==> src/rtl/dmem_bridge.sv <==
// dmem_bridge: data-side bridge between the pipeline memory stage and a
// word-wide synchronous data bus.
//
// Ports
//   clk, reset_n         clock, synchronous active-low reset
//   req, addr, write,    memory-stage request; operands held until ack
//   data_out, extend,
//   width
//   ack, data_in         one-cycle completion pulse, extended load result
//   bus_req, bus_addr,   registered bus beat request (word aligned)
//   bus_we, bus_wstrb,
//   bus_wdata
//   bus_ack, bus_rdata   bus beat completion and read data
//
// Misaligned accesses that cross a word boundary are split into two beats
// at consecutive word addresses; read data from both beats is reassembled
// and then extended.
module dmem_bridge (
  input  logic        clk,
  input  logic        reset_n,
  input  logic        req,
  input  logic [31:0] addr,
  input  logic        write,
  input  logic [31:0] data_out,
  input  logic        extend,
  input  logic [1:0]  width,
  output logic        ack,
  output logic [31:0] data_in,
  output logic        bus_req,
  output logic [31:0] bus_addr,
  output logic        bus_we,
  output logic [3:0]  bus_wstrb,
  output logic [31:0] bus_wdata,
  input  logic        bus_ack,
  input  logic [31:0] bus_rdata
);

  localparam int unsigned AW = 32;
  localparam int unsigned DW = 32;

  typedef enum logic [1:0] {
    S_IDLE  = 2'd0,
    S_BEAT1 = 2'd1,
    S_BEAT2 = 2'd2,
    S_RESP  = 2'd3
  } state_t;

  state_t          state_q;
  logic [AW-1:0]   addr_q;
  logic            write_q;
  logic [1:0]      width_q;
  logic            extend_q;
  logic [DW-1:0]   wdata_q;
  logic [DW-1:0]   rdata1_q;
  logic            split;

  // Access size in bytes; width 3 behaves as a word.
  function automatic logic [2:0] nbytes(input logic [1:0] w);
    logic [2:0] n;
    case (w)
      2'd0:    n = 3'd1;
      2'd1:    n = 3'd2;
      default: n = 3'd4;
    endcase
    return n;
  endfunction

  // True when the access spills past the end of its word.
  function automatic logic is_split(input logic [1:0] w, input logic [1:0] o);
    return (3'({1'b0, o}) + nbytes(w)) > 3'd4;
  endfunction

  // Byte-lane strobes for beat 1 (hi = 0) or beat 2 (hi = 1).
  function automatic logic [3:0] lane_strb(input logic [1:0] w, input logic [1:0] o,
                                           input logic hi);
    logic [7:0] m;
    case (w)
      2'd0:    m = 8'h01;
      2'd1:    m = 8'h03;
      default: m = 8'h0F;
    endcase
    m = m << o;
    return hi ? m[7:4] : m[3:0];
  endfunction

  // Lane-steered write data for beat 1 (hi = 0) or beat 2 (hi = 1).
  function automatic logic [31:0] steer(input logic [31:0] d, input logic [1:0] o,
                                        input logic hi);
    logic [63:0] s;
    s = 64'(d) << {o, 3'b000};
    return hi ? s[63:32] : s[31:0];
  endfunction

  // Reassemble the addressed bytes from up to two beats, then extend.
  function automatic logic [31:0] load_result(input logic [31:0] lo, input logic [31:0] hi,
                                              input logic [1:0] o, input logic [1:0] w,
                                              input logic ext);
    logic [31:0] r;
    logic [31:0] res;
    r = 32'({hi, lo} >> {o, 3'b000});
    case (w)
      2'd0:    res = ext ? {{24{r[7]}}, r[7:0]}   : {24'h0, r[7:0]};
      2'd1:    res = ext ? {{16{r[15]}}, r[15:0]} : {16'h0, r[15:0]};
      default: res = r;
    endcase
    return res;
  endfunction

  assign split = is_split(width_q, addr_q[1:0]);

  // Access sequencer; every bus and pipeline output is a register loaded on state entry.
  always_ff @(posedge clk) begin
    if (!reset_n) begin
      state_q   <= S_IDLE;
      addr_q    <= '0;
      write_q   <= 1'b0;
      width_q   <= 2'd0;
      extend_q  <= 1'b0;
      wdata_q   <= '0;
      rdata1_q  <= '0;
      ack       <= 1'b0;
      data_in   <= '0;
      bus_req   <= 1'b0;
      bus_addr  <= '0;
      bus_we    <= 1'b0;
      bus_wstrb <= 4'h0;
      bus_wdata <= '0;
    end else begin
      ack <= 1'b0;
      case (state_q)
        S_IDLE: begin
          if (req) begin
            addr_q    <= addr;
            write_q   <= write;
            width_q   <= width;
            extend_q  <= extend;
            wdata_q   <= data_out;
            bus_req   <= 1'b1;
            bus_addr  <= {addr[31:2], 2'b00};
            bus_we    <= write;
            bus_wstrb <= write ? lane_strb(width, addr[1:0], 1'b0) : 4'h0;
            bus_wdata <= steer(data_out, addr[1:0], 1'b0);
            state_q   <= S_BEAT1;
          end
        end

        S_BEAT1: begin
          if (bus_ack) begin
            rdata1_q <= bus_rdata;
            if (split) begin
              // Second word wraps naturally at the top of the address space.
              bus_addr  <= {addr_q[31:2], 2'b00} + 32'd4;
              bus_wstrb <= write_q ? lane_strb(width_q, addr_q[1:0], 1'b1) : 4'h0;
              bus_wdata <= steer(wdata_q, addr_q[1:0], 1'b1);
              state_q   <= S_BEAT2;
            end else begin
              bus_req   <= 1'b0;
              bus_we    <= 1'b0;
              bus_wstrb <= 4'h0;
              ack       <= 1'b1;
              if (!write_q) begin
                data_in <= load_result(bus_rdata, 32'h0, addr_q[1:0], width_q, extend_q);
              end
              state_q   <= S_RESP;
            end
          end
        end

        S_BEAT2: begin
          if (bus_ack) begin
            bus_req   <= 1'b0;
            bus_we    <= 1'b0;
            bus_wstrb <= 4'h0;
            ack       <= 1'b1;
            if (!write_q) begin
              data_in <= load_result(rdata1_q, bus_rdata, addr_q[1:0], width_q, extend_q);
            end
            state_q   <= S_RESP;
          end
        end

        // req is deliberately ignored here; a still-high req restarts from IDLE.
        S_RESP: begin
          state_q <= S_IDLE;
        end

        default: begin
          state_q <= S_IDLE;
        end
      endcase
    end
  end

endmodule

==> config.mk <==
export PLATFORM = sky130hd
export DESIGN_NAME = dmem_bridge
export DESIGN_NICKNAME = d
export VERILOG_FILES = /design/src/rtl/dmem_bridge.sv
export SDC_FILE = /design/constraint.sdc
export NUM_CORES = 1
export LEC_CHECK = 0
export CAP_MARGIN = 20
export CORE_AREA = 2 2 166 168
export CTS_BUF_LIST = sky130_fd_sc_hd__clkbuf_4
export CTS_CLUSTER_SIZE = 25
export DETAILED_ROUTE_END_ITERATION = 8
export DIE_AREA = 0 0 168 170
export PLACE_DENSITY = 0.65
export SKIP_LAST_GASP = 1
export SYNTH_ARGS = -nofsm -noshare
export SYNTH_HDL_FRONTEND = slang
export SYNTH_SLANG_ARGS = --single-unit
==> constraint.sdc <==
create_clock -name clk -period 2.8 [get_ports clk]
set_clock_uncertainty 0.2 [all_clocks]
set_input_delay 0.84 -clock clk [delete_from_list [all_inputs] [get_ports clk]]
set_output_delay 0.84 -clock clk [all_outputs]
set_load 0.005 [all_outputs]
==> reports/metrics.yaml, run 1 <==
port_buffers: 204
cts_root_buffer: "clkbuf_4"
hold_viol: 0
synth_commonest_cells: "nand2_1, dfxtp_1, a21oi_1"
grt_pass1_vias: 9504
core-area_um2: 26700
crit_type: "register to register"
synthToLayoutAreaGrowth_pct: 29.1
clk_path_buf_depth: 2
avgSynthCellArea_um2: 8.18
ys.warnings.count: 0
synth_top_area_share_pct: 37.7
timing.rr.start: "width_q[1]"
crit_arrival_ns: 2.96
dp_hpwl_mm: 24.0
relSlewSlack_pct: 45.4
r2r_slack_ns: 0.14
outcome: "finished, final reports clean"
whs_ns: 0.261
end_kind: "register"
dieArea_um2: 28600
dr_total_vias: 10126
cts_tree: "yes"
gr-total-overflow: 0
drtIter0Drc: 1082
synth_compound_area_share_pct: 20.0
synth_xor_area_share_pct: 2.03
yosys.area.top_type: "dfxtp_1"
clk_latency_ns: 0.63
synth_edf_count: 0
postRouteAntennaNets: 0
grt_max_degree: 157
fin_crit_sh_pct: 94.9
fmax_mhz: 376
synth_top_family_by_area: "simple AND/OR/NAND/NOR gates"
power.leakage_nw: 4.58
place_area_um2: 13000
clkTransAtPathRegs_ns: 0.19
reg2reg_depth: 11
setup_viol: 0
fin_nets: 1546
yosysSeqAreaShare_pct: 37.7
fp.dieH_um: 170
drv_cap: 0
r2r-end: "data_in[21]"
ioPinCount: 207
cts.sinks: 195
final_util_pct: 50.2
synthMuxAreaShare_pct: 14.3
grt_pass1_wl_mm: 52.8
min_path_type: "register to register"
synth-adder-area-share_pct: 0.798
rows: 60
powerDensity_nw_per_um2: 878
hold_buffers: 0
die_w_um: 168
synth.most_common_cell: "nand2_1"
dp_slack_ns: -0.113
drive_gt1_share_pct: 10.9
drt-total-wl_mm: 33.9
worstPathRequired_ns: 3.10
firstDrtPassIters: 7
place.gp.congestion: 0.939
cpPeakStageDelay_ns: 0.54
synth_cell_types: 67
yosys_register_bits: 195
fin_area_um2: 13400
synth-simple-area-share_pct: 20.0
viasPerCell: 5.64
hold_end: "bus_addr[12]"
slew_violations: 0
fin_ws_ns: 0.141
antenna_found_initial: 4
cp_cell_sequence: "nor2_2, ha_1, inv_1, fa_2, nand2b_4, a311oi_4, buf_4, buf_12, o21ai_0, o22ai_1, a211oi_1"
ir_drop_mv: 0.470
worst-path-max-fanout: 16
grt_usage_pct: 23.4
cts_buffers: 17
start_kind: "register"
finalCriticalPeriod_ns: 2.66
drc: 0
tightestPinTransition_ns: 0.819
hp-start: "bus_addr[12]"
synth_area_um2: 10400
synth_area_leaders: "dfxtp_1, nand2_1, mux4_2"
setup_tns_ns: 0
synthArstFlopShare_pct: 0
wl_per_cell_um: 18.9
initial_utilization_pct: 38.8
min_path_cells: 2
synth_ff_type: "dfxtp_1"
synth_cells: 1265
htree_levels: 4
cpMaxStageDelayCell: "fa_2"
-- per-stage QoR --
step,std cells,power (W)
after floorplan,1266,0.00742
after global placement,1755,0.00992
after detailed placement,1755,0.0100
after CTS,1787,0.0117
after global routing,1793,0.0125
final,1794,0.0117
-- final cells by class --
type / count / area, µm²
Fill cell: 2546 / 13300
Timing Repair Buffer: 261 / 2650
Tap cell: 341 / 427
Clock inverter: 15 / 195
Inverter: 15 / 60.1
Antenna cell: 4 / 10.0
Multi-Input combinational cell: 946 / 5990
Clock buffer: 17 / 128
Sequential cell: 195 / 3910
-- cell families after synthesis --
logic type	after synthesis
muxes	104
xor gates and xnor gates	24
AOI/OAI and AO/OA	335
DFF	195
buffers and inverters	125
other	1
and+or+nand+nor	475
adders and majority gates	6
-- worst max-delay path by stage --
stage,startpoint,to,slack (ns),cells past startpoint
after floorplan,width_q[1],bus_addr[17],-0.005,12
after global placement,bus_rdata[15],data_in[11],-0.07,6
after detailed placement,bus_rdata[31],data_in[9],-0.11,6
after CTS,width_q[1],data_in[21],-0.009,10
after global routing,width_q[0],data_in[18],-0.0007,10
final,width_q[1],data_in[21],0.14,11
-- power breakdown --
| part | internal, W | total [W] | switching [W] |
|---|---|---|---|
| Combinational | 0.00280 | 0.00599 | 0.00319 |
| Clock | 0.000447 | 0.00166 | 0.00121 |
| Sequential | 0.00353 | 0.00408 | 0.000556 |
-- sequential cells by signal, summed over array words and instances, names as in the netlist --
register and count:
addr_q 32, bus_wdata 32, data_in 32, rdata1_q 32, bus_addr 30, wdata_q 24
bus_wstrb 4, state_q 2, width_q 2, ack 1, bus_req 1, bus_we 1
extend_q 1, write_q 1
-- cell usage in the layout, fill, tap and decap left out, types with 6 or more instances in the layout --
| cell | Yosys | layout |
|---|---|---|
| xnor2_1 | 11 | 10 |
| mux2_2 | 8 | 8 |
| dfxtp_1 | 195 | 192 |
| a311oi_1 | 7 | 6 |
| a211oi_1 | 35 | 35 |
| xor2_1 | 13 | 13 |
| o31ai_1 | 8 | 8 |
| o2111ai_1 | 7 | 7 |
| nor2b_1 | 8 | 8 |
| nand3_1 | 29 | 29 |
| a221oi_1 | 8 | 8 |
| o21ai_0 | 45 | 45 |
| o22ai_1 | 26 | 26 |
| o211ai_1 | 14 | 14 |
| inv_1 | 13 | 12 |
| a22oi_1 | 8 | 8 |
| mux2i_1 | 62 | 62 |
| nand4_1 | 17 | 17 |
| a21oi_1 | 146 | 145 |
| nand2b_1 | 7 | 6 |
| nand2_1 | 286 | 285 |
| clkdlybuf4s50_1 | 0 | 204 |
| buf_4 | 6 | 43 |
| and3_1 | 7 | 7 |
| buf_12 | 0 | 13 |
| nor3_1 | 14 | 14 |
| mux4_2 | 34 | 34 |
| nor2_1 | 79 | 76 |
| clkbuf_4 | 0 | 17 |
-- layer usage --
layer | track usage, % | up-vias | part of all wire [%]
li1 | - | 4862 | -
met1 | 32.0 | 4814 | 45
met2 | 36.3 | 396 | 46
met3 | 4.72 | 54 | 6.7
met4 | 9.15 | 0 | 2.9
met5 | 0 | - | 0
-- critical path, delay by kind of cell (launching register included) --
kind / cells / cell delay, ns
flops: 1 / 0.37
buf+inv: 3 / 0.37
fa+ha+maj: 2 / 0.69
simple gates: 2 / 0.19
compound gates: 4 / 0.69
-- what timing repair did --
action,4_1_cts,5_1_grt
buffers inserted,0,2
resized for setup,0,9
gates cloned,0,1
setup endpoints to repair,2,61
pin swaps,0,3
(Power assumes the default switching activity.)
==> inputs of run 2 (changes only) <==
PLACE_DENSITY = not set   (was 0.65)
clock period = 2.6 ns   (was 2.8 ns; I/O delays follow)
==> reports/metrics.yaml, run 2 (same netlist as run 1, synthesis figures left out) <==
htree_levels: 4  # unchanged
wl_per_cell_um: 19.4  # was 18.9 µm
drive_gt1_share_pct: 15.5  # was 10.9%
cpPeakStageDelay_ns: 0.54  # about the same
start_kind: "register"  # unchanged
crit_arrival_ns: 2.83  # was 2.96 ns
outcome: "finished, final reports clean"  # unchanged
min_path_cells: 2  # unchanged
worst-path-max-fanout: 8  # was 16
min_path_type: "register to register"  # unchanged
relSlewSlack_pct: 66.4  # was 45.4%
grt_pass1_vias: 9609  # was 9504
final_common_cell: "nand2_1"  # unchanged
powerDensity_nw_per_um2: 978  # was 878 nW/µm²
end_kind: "register"  # unchanged
hold_viol: 0  # unchanged
final_util_pct: 52.5  # was 50.2%
fin_crit_sh_pct: 97.6  # was 94.9%
crit_type: "register to register"  # unchanged
hp-start: "rdata1_q[1]"  # was bus_addr[12]
rows: 60  # unchanged
cts_tree: "yes"  # unchanged
port_buffers: 204  # unchanged
hold_buffers: 0  # unchanged
hold_end: "rdata1_q[1]"  # was bus_addr[12]
cts.sinks: 195  # unchanged
postRouteAntennaNets: 0  # unchanged
nFillCells: 2480  # was 2546
tightestPinTransition_ns: 0.504  # was 0.819 ns
antenna_found_initial: 3  # was 4
fmax_mhz: 394  # was 376 MHz
place.gp.congestion: 0.961  # was 0.939
slew_violations: 0  # unchanged
fin_cells: 1838  # was 1794
place_area_um2: 13200  # was 13000 µm²
timing.rr.start: "width_q[1]"  # unchanged
drtIter0Drc: 982  # was 1082
fin_nets: 1592  # was 1546
initial_utilization_pct: 38.8  # unchanged
multiInputGateArea_um2: 6100  # was 5990 µm²
gr-total-overflow: 0  # unchanged
clk_path_buf_depth: 2  # unchanged
cp_cell_sequence: "nor2_4, ha_4, inv_2, fa_2, nand2b_4, a21oi_4, buf_6, nor2_4, buf_12, buf_12, buf_8, nand4_1, o211ai_1"  # was nor2_2, ha_1, inv_1, fa_2, nand2b_4, a311oi_4, buf_4, buf_12, o21ai_0, o22ai_1, a211oi_1
reg2reg_depth: 13  # was 11
place_inst: 1788  # was 1755
worstPathRequired_ns: 2.89  # was 3.10 ns
synthToLayoutAreaGrowth_pct: 35.0  # was 29.1%
cpMaxStageDelayCell: "fa_2"  # unchanged
drv_cap: 0  # unchanged
grt_max_degree: 95  # was 157
fp.dieH_um: 170  # unchanged
layout_common_cells: "nand2_1, clkdlybuf4s50_1, dfxtp_1"  # unchanged
ff_latch_area_um2: 3930  # was 3910 µm²
viasPerCell: 5.71  # was 5.64
ioPinCount: 207  # unchanged
clk_latency_ns: 0.59  # was 0.63 ns
drc: 0  # unchanged
finalCriticalPeriod_ns: 2.54  # was 2.66 ns
power.leakage_nw: 4.88  # was 4.58 nW
core-area_um2: 26700  # unchanged
setup_viol: 0  # unchanged
grt_pass1_wl_mm: 53.7  # was 52.8 mm
dieArea_um2: 28600  # unchanged
dr_total_vias: 10501  # was 10126
r2r_slack_ns: 0.06  # was 0.14 ns
fin_area_um2: 14000  # was 13400 µm²
clkTransAtPathRegs_ns: 0.19  # about the same
ir_drop_mv: 0.437  # was 0.470 mV
grt_usage_pct: 23.8  # was 23.4%
drt-total-wl_mm: 35.6  # was 33.9 mm
firstDrtPassIters: 6  # was 7
cts_buffers: 17  # unchanged
die_w_um: 168  # unchanged
rsz0062_at_grt: "yes"
r2r-end: "bus_addr[31]"  # was data_in[21]
cts_root_buffer: "clkbuf_4"  # unchanged
dp_hpwl_mm: 25.2  # was 24.0 mm
[run 2: repair_timing]
item,in CTS,in global routing
cloned,0,7
gates resized for setup,7,45
setup buffers,1,8
endpoints found under the setup margin,44,109
pin swaps,2,15
[run 2: worst max-delay path by stage]
stage / startpoint / end / slack [ns]
after floorplan: width_q[1] / bus_addr[17] / -0.04
after global placement: width_q[1] / data_in[11] / -0.24
after detailed placement: bus_rdata[31] / data_in[22] / -0.27
after CTS: width_q[1] / data_in[22] / -0.04
after global routing: width_q[1] / bus_addr[31] / -0.04
final: width_q[1] / bus_addr[31] / 0.06
[run 2: where the power goes]
| part | total (W) | switching [W] | internal (W) | leakage (nW) |
|---|---|---|---|---|
| combinational | 0.00751 | 0.00381 | 0.00370 | 3.12 |
| sequential | 0.00442 | 0.000611 | 0.00381 | 1.60 |
| clock | 0.00174 | 0.00128 | 0.000466 | 0.162 |
| total | 0.0137 | 0.00569 | 0.00798 | 4.88 |
[run 2: cell type report]
type	count	area share (%)
multi-input cells	947	43.6
flip-flops and latches	195	28.1
repair buffers	306	22.5
well taps	341	3.05
clock inverters	15	1.33
clock buffers	17	0.913
inverters	15	0.430
diodes	2	0.0358
[run 2: stage by stage]
| stage | setup WS (ns) | setup TNS (ns) | hold slack, ns | power [W] |
|---|---|---|---|---|
| detailed placement | -0.270 | -14.31 | 0.244 | 0.0112 |
| CTS | -0.0443 | -0.129 | 0.269 | 0.0130 |
| finish | 0.0621 | 0 | 0.267 | 0.0137 |
| global placement | -0.242 | -11.51 | 0.239 | 0.0111 |
| floorplan | -0.0365 | -0.0565 | 0.233 | 0.00809 |
| global route | -0.0365 | -0.291 | 0.288 | 0.0145 |
[run 2: per-layer routing]
metal | vias to the layer above | wire length (µm) | global-route usage (%)
li1 | 4980 | - | -
met3 | 49 | 2470 | 4.30
met4 | 0 | 858 | 8.28
met2 | 417 | 15900 | 35.8
met5 | - | 0 | 0
met1 | 5055 | 16400 | 34.4
[run 2: critical path, delay by kind of cell (launching register included)]
family / cells / cell delay [ns]
AO/OA/AOI/OAI: 2 / 0.27
flip-flops: 1 / 0.37
AND/OR/NAND/NOR: 4 / 0.34
adder cells (fa/ha/maj): 2 / 0.67
buffers and inverters: 5 / 0.59
